$ cat config.mk
export PLATFORM = sky130hd
export DESIGN_NAME = demux1to4_2bit_frame
export DESIGN_NICKNAME = d
export VERILOG_FILES = /design/src/rtl/demux1to4_2bit_frame_pkg.sv /design/src/rtl/demux1to4_2bit_frame_slot_reg.sv /design/src/rtl/demux1to4_2bit_frame.sv
export SDC_FILE = /design/constraint.sdc
export NUM_CORES = 1
export LEC_CHECK = 0
export BUFFER_PORTS_ARGS = -buffer_cell sky130_fd_sc_hd__buf_2
export CAP_MARGIN = 20
export CELL_PAD_IN_SITES_DETAIL_PLACEMENT = 2
export CELL_PAD_IN_SITES_GLOBAL_PLACEMENT = 2
export CORE_AREA = 2 2 50 52
export CTS_BUF_LIST = sky130_fd_sc_hd__clkbuf_8
export CTS_CLUSTER_SIZE = 24
export DETAILED_ROUTE_END_ITERATION = 10
export DIE_AREA = 0 0 52 54
export MAX_ROUTING_LAYER = met4
export PLACE_DENSITY = 0.82
export SYNTH_ARGS = -nofsm -noshare
export SYNTH_HDL_FRONTEND = slang
export SYNTH_SLANG_ARGS = --single-unit
$ cat constraint.sdc
create_clock -name clk -period 2.2 [get_ports clk]
set_clock_uncertainty 0.15 [all_clocks]
set_input_delay 0.11 -clock clk [delete_from_list [all_inputs] [get_ports clk]]
set_output_delay 0.11 -clock clk [all_outputs]
set_load 0.005 [all_outputs]
$ cat src/rtl/demux1to4_2bit_frame_pkg.sv
// Shared slot codes and FSM states for the 2-bit frame demux
// and its companion 4-to-1 selector.
package demux1to4_2bit_frame_pkg;

  localparam logic [1:0] SLOT_U = 2'b00;
  localparam logic [1:0] SLOT_V = 2'b01;
  localparam logic [1:0] SLOT_W = 2'b10;
  localparam logic [1:0] SLOT_X = 2'b11;

  typedef enum logic {
    ST_LOAD = 1'b0,
    ST_HOLD = 1'b1
  } state_e;

endpackage

$ cat src/rtl/demux1to4_2bit_frame_slot_reg.sv
// One held output slot: WIDTH-bit register with write enable
// and asynchronous active-low clear.
module slot_reg #(
  parameter int WIDTH = 2
) (
  input  logic             clk_i,
  input  logic             rst_ni,
  input  logic             we_i,
  input  logic [WIDTH-1:0] d_i,
  output logic [WIDTH-1:0] q_o
);

  logic [WIDTH-1:0] q_q;

  always_ff @(posedge clk_i or negedge rst_ni) begin
    if (!rst_ni) q_q <= '0;
    else if (we_i) q_q <= d_i;
  end

  assign q_o = q_q;

endmodule

$ cat src/rtl/demux1to4_2bit_frame.sv
// Registered 1-to-4 demux: collects four symbols into slots
// u..x and holds the frame until the consumer acks.
module demux1to4_2bit_frame
  import demux1to4_2bit_frame_pkg::*;
#(
  parameter int WIDTH = 2
) (
  input  logic             clk,
  input  logic             resetn,
  input  logic             in_valid,
  output logic             in_ready,
  input  logic [WIDTH-1:0] d,
  input  logic             sel_mode,
  input  logic [1:0]       sel,
  input  logic             frame_ack,
  output logic [WIDTH-1:0] u,
  output logic [WIDTH-1:0] v,
  output logic [WIDTH-1:0] w,
  output logic [WIDTH-1:0] x,
  output logic             frame_valid,
  output logic [1:0]       ptr,
  output logic [3:0]       fill
);

  state_e     state_q, state_d;
  logic [1:0] ptr_q, ptr_d;
  logic [3:0] fill_q, fill_d;
  logic [1:0] tgt;
  logic       acc;
  logic [3:0] we;

  assign in_ready    = (state_q == ST_LOAD);
  assign frame_valid = (state_q == ST_HOLD);
  assign acc         = in_valid & in_ready;
  assign tgt         = sel_mode ? sel : ptr_q;

  always_ff @(posedge clk or negedge resetn) begin
    if (!resetn) begin
      state_q <= ST_LOAD;
      ptr_q   <= 2'b00;
      fill_q  <= 4'b0000;
    end else begin
      state_q <= state_d;
      ptr_q   <= ptr_d;
      fill_q  <= fill_d;
    end
  end

  always_comb begin
    state_d = state_q;
    ptr_d   = ptr_q;
    fill_d  = fill_q;
    we      = 4'b0000;
    unique case (state_q)
      ST_LOAD: begin
        if (acc) begin
          unique case (tgt)
            SLOT_U: we = 4'b0001;
            SLOT_V: we = 4'b0010;
            SLOT_W: we = 4'b0100;
            SLOT_X: we = 4'b1000;
          endcase
          fill_d = fill_q | we;
          if (!sel_mode) ptr_d = ptr_q + 2'd1;
          if (fill_d == 4'b1111) state_d = ST_HOLD;
        end
      end
      ST_HOLD: begin
        // slot contents survive the ack; only bookkeeping resets
        if (frame_ack) begin
          state_d = ST_LOAD;
          ptr_d   = 2'b00;
          fill_d  = 4'b0000;
        end
      end
    endcase
  end

  slot_reg #(.WIDTH(WIDTH)) u_slot_u (
    .clk_i(clk), .rst_ni(resetn), .we_i(we[0]), .d_i(d), .q_o(u)
  );
  slot_reg #(.WIDTH(WIDTH)) u_slot_v (
    .clk_i(clk), .rst_ni(resetn), .we_i(we[1]), .d_i(d), .q_o(v)
  );
  slot_reg #(.WIDTH(WIDTH)) u_slot_w (
    .clk_i(clk), .rst_ni(resetn), .we_i(we[2]), .d_i(d), .q_o(w)
  );
  slot_reg #(.WIDTH(WIDTH)) u_slot_x (
    .clk_i(clk), .rst_ni(resetn), .we_i(we[3]), .d_i(d), .q_o(x)
  );

  assign ptr  = ptr_q;
  assign fill = fill_q;

endmodule
==> metrics <==
Critical Path RT 2.18 ns; PD cells 1356 nW/µm²; vias in the first global route 530; nets@finish 95; largest net degree at the start of global routing 16; Worst Hold Class primary input to register; maximum fanout along the worst path 6; PostCTS Resize Cnt 0; CTS Root Cell clkbuf_8; Cell Chain, Critical Path nor2b_1 > nor3b_2 > mux2_2; Cell Area, Synth 673.1 µm²; Via density 4.617; Tcrit/Tclk final 77.16%; synthesized area per cell 12.24 µm²; Clock Latency Late Sink 0.24 ns; remaining antenna violation count after routing 0; WP depth 3; Post-synth top cells dfrtp_1 (15), nand2_1 (9), mux2_2 (8); MaxCap Viol Count 0; Pre-antenna DRT Iters 1; CTS tree yes; clock slew at reported path FFs 0.06 ns; TritonCTS Buffers 3; antenna violations before repair 0; Slew Limit Fails 0; Sw Share 34.27%; DR vias 531; Detail Placement HPWL 1342 µm; post-route insts no fill 115; highest clock rate 589.1 MHz; Final Setup Violations 0; row count 18; RSZ-0062 raised after global routing no; top-count cell post-synth dfrtp_1; Top-Level Pins 25; Routed WL per cell 14.54 µm; Top delay family on crit path simple AND/OR/NAND/NOR gates; multi-input logic area 290.3 µm²; Placer Congestion 0.7411; post-CTS setup buffer count 0; Synthesized Nets 64; FF-to-FF path depth 3; sequential element share of the synthesized area 55.76%; Ys Warns 0; Critical Path End Type register; critical path type register to register; Die Y 54 µm; Hold Fails Final Rpt 0; Synth cell types 20; max incr delay on CP 0.43 ns; grt ovf 0; GRT Total Usage 14.14%; First DRT Iteration DRCs 0; Main synth FF type dfrtp_1; hold depth 2; startpoint types register; finished layout cell area 895.9 µm²; Placed Cells incl. Taps 109; worst vdd ir 0.0005086 V; CP bufs+invs 0; maximum clock insertion buffer count 2; Sequential Power Share 43.7%; Filler Cells Inserted 260; sw power 416.3 µW; Mapped Cells 55; final hold slack 0.007405 ns; layout cell share with drive strength beyond 1 47.06%; status completed; Cell Int Power 798.7 µW; Routed WL 1672 µm; post-route DRC violation count 0; ant diodes 0; clk sinks 15; register area 375.4 µm²; CORE AREA 2320 µm²; slowest CP cell dfrtp_1; power share of the clock group 17.7%; worst setup margin 0.5025 ns; Slew @ Worst Pin 0.4058 ns; Hold Buf Count CTS 2; post-synth top area cell dfrtp_1; setup TNS 0 ns; DP Worst Slack 0.5076 ns; port bufs 24; #FFs+latches synth 15; min Tclk post-route 1.697 ns; leak pwr 0.0004260 µW; fraction of registers with async set/reset 100.0%; first-pass GRT wire length 2642 µm; die area 2808 µm²; synthesis-to-finish area growth 33.09%; CP arrival 1.68 ns; Worst slew margin 72.41%; Initial Utilization 29.02%; Logic pwr share 38.6%; area of placed instances 830.8 µm²; Die Width 52 µm; post-synth top area share 55.76%; CTS H-tree depth 1; Synth area leaders dfrtp_1 (56%), mux2_2 (13%), nand2_1 (5.0%); Post-synth EDFFs 0
[cell type report]
| class | count | share of cell area (%) |
|---|---|---|
| Clock inverter | 1 | 0.4190 |
| Tap cell | 30 | 4.190 |
| Inverter | 2 | 0.8380 |
| Timing Repair Buffer | 26 | 15.64 |
| Clock buffer | 3 | 4.609 |
| Multi-Input combinational cell | 38 | 32.40 |
| Sequential cell | 15 | 41.90 |
[layer usage]
metal / vias up / share of wire (%) / wire (µm) / global-route usage (%)
li1: 250 / - / - / -
met1: 262 / 45 / 755 / 15.72
met2: 15 / 49 / 820 / 23.42
met3: 4 / 3.0 / 50 / 2.500
met4: 0 / 2.7 / 45 / 9.211
met5: - / 0 / 0 / -
[logic make-up (layout without fill, tap and decap cells)]
group / Yosys count / after routing / synth area share, %
simple gates: 18 / 18 / 15.24
flops: 15 / 15 / 55.76
mux: 10 / 10 / 17.47
compound gates: 8 / 8 / 7.808
xor+xnor: 2 / 2 / 2.603
buf+inv: 2 / 32 / 1.116
[final timing paths]
kind / slack (ns) / from / to
worst max-delay path: 0.50 / frame_valid / u_slot_x.q_o[0]
worst min-delay path: 0.007 / d[0] / u_slot_w.q_o[0]
worst max register to register: 0.50 / frame_valid / u_slot_x.q_o[0]
worst min register to register: 0.36 / u_slot_u.q_o[1] / u_slot_u.q_o[1]
max in group asynchronous: 1.48 / resetn / fill[1]
min in group asynchronous: 0.16 / resetn / u_slot_u.q_o[1]
[worst reg2reg max path, cell delays in order (launching register included)]
cell     delay (ns)
dfrtp_1        0.43
nor2b_1        0.29
nor3b_2        0.35
mux2_2         0.37
[per-stage QoR]
stage	power, µW	utilization (%)
floorplan	775.5	-
global placement	987.0	35.81
detailed placement	1015	35.81
CTS	1237	38.62
global route	1314	38.62
finish	1215	38.62
[power by group through the flow]
| stage | registers, µW | logic [µW] | clock network, µW |
|---|---|---|---|
| 2_1_floorplan | 532 | 243 | 0 |
| 3_3_place_gp | 530 | 457 | 0 |
| 3_5_place_dp | 540 | 475 | 0 |
| 4_1_cts | 536 | 481 | 220 |
| 5_1_grt | 552 | 528 | 234 |
| 6_report | 531 | 469 | 215 |
[sequential cells by signal (all words and copies together) (netlist names)]
register	flops
u_slot_u.q_o	2
ptr	2
u_slot_x.q_o	2
frame_valid	1
u_slot_v.q_o	2
fill	4
u_slot_w.q_o	2
[cell usage in the layout, fill, tap and decap left out, types with 2 or more instances in the layout]
cell,instances
inv_1,3
o21ai_0,2
nand2_1,9
mux2i_2,2
nand4b_1,2
a21oi_1,2
dfrtp_1,15
clkbuf_8,3
mux2_2,8
nand3b_1,2
dlygate4sd3_1,2
buf_2,24
Power figures use the tool's default switching activity.
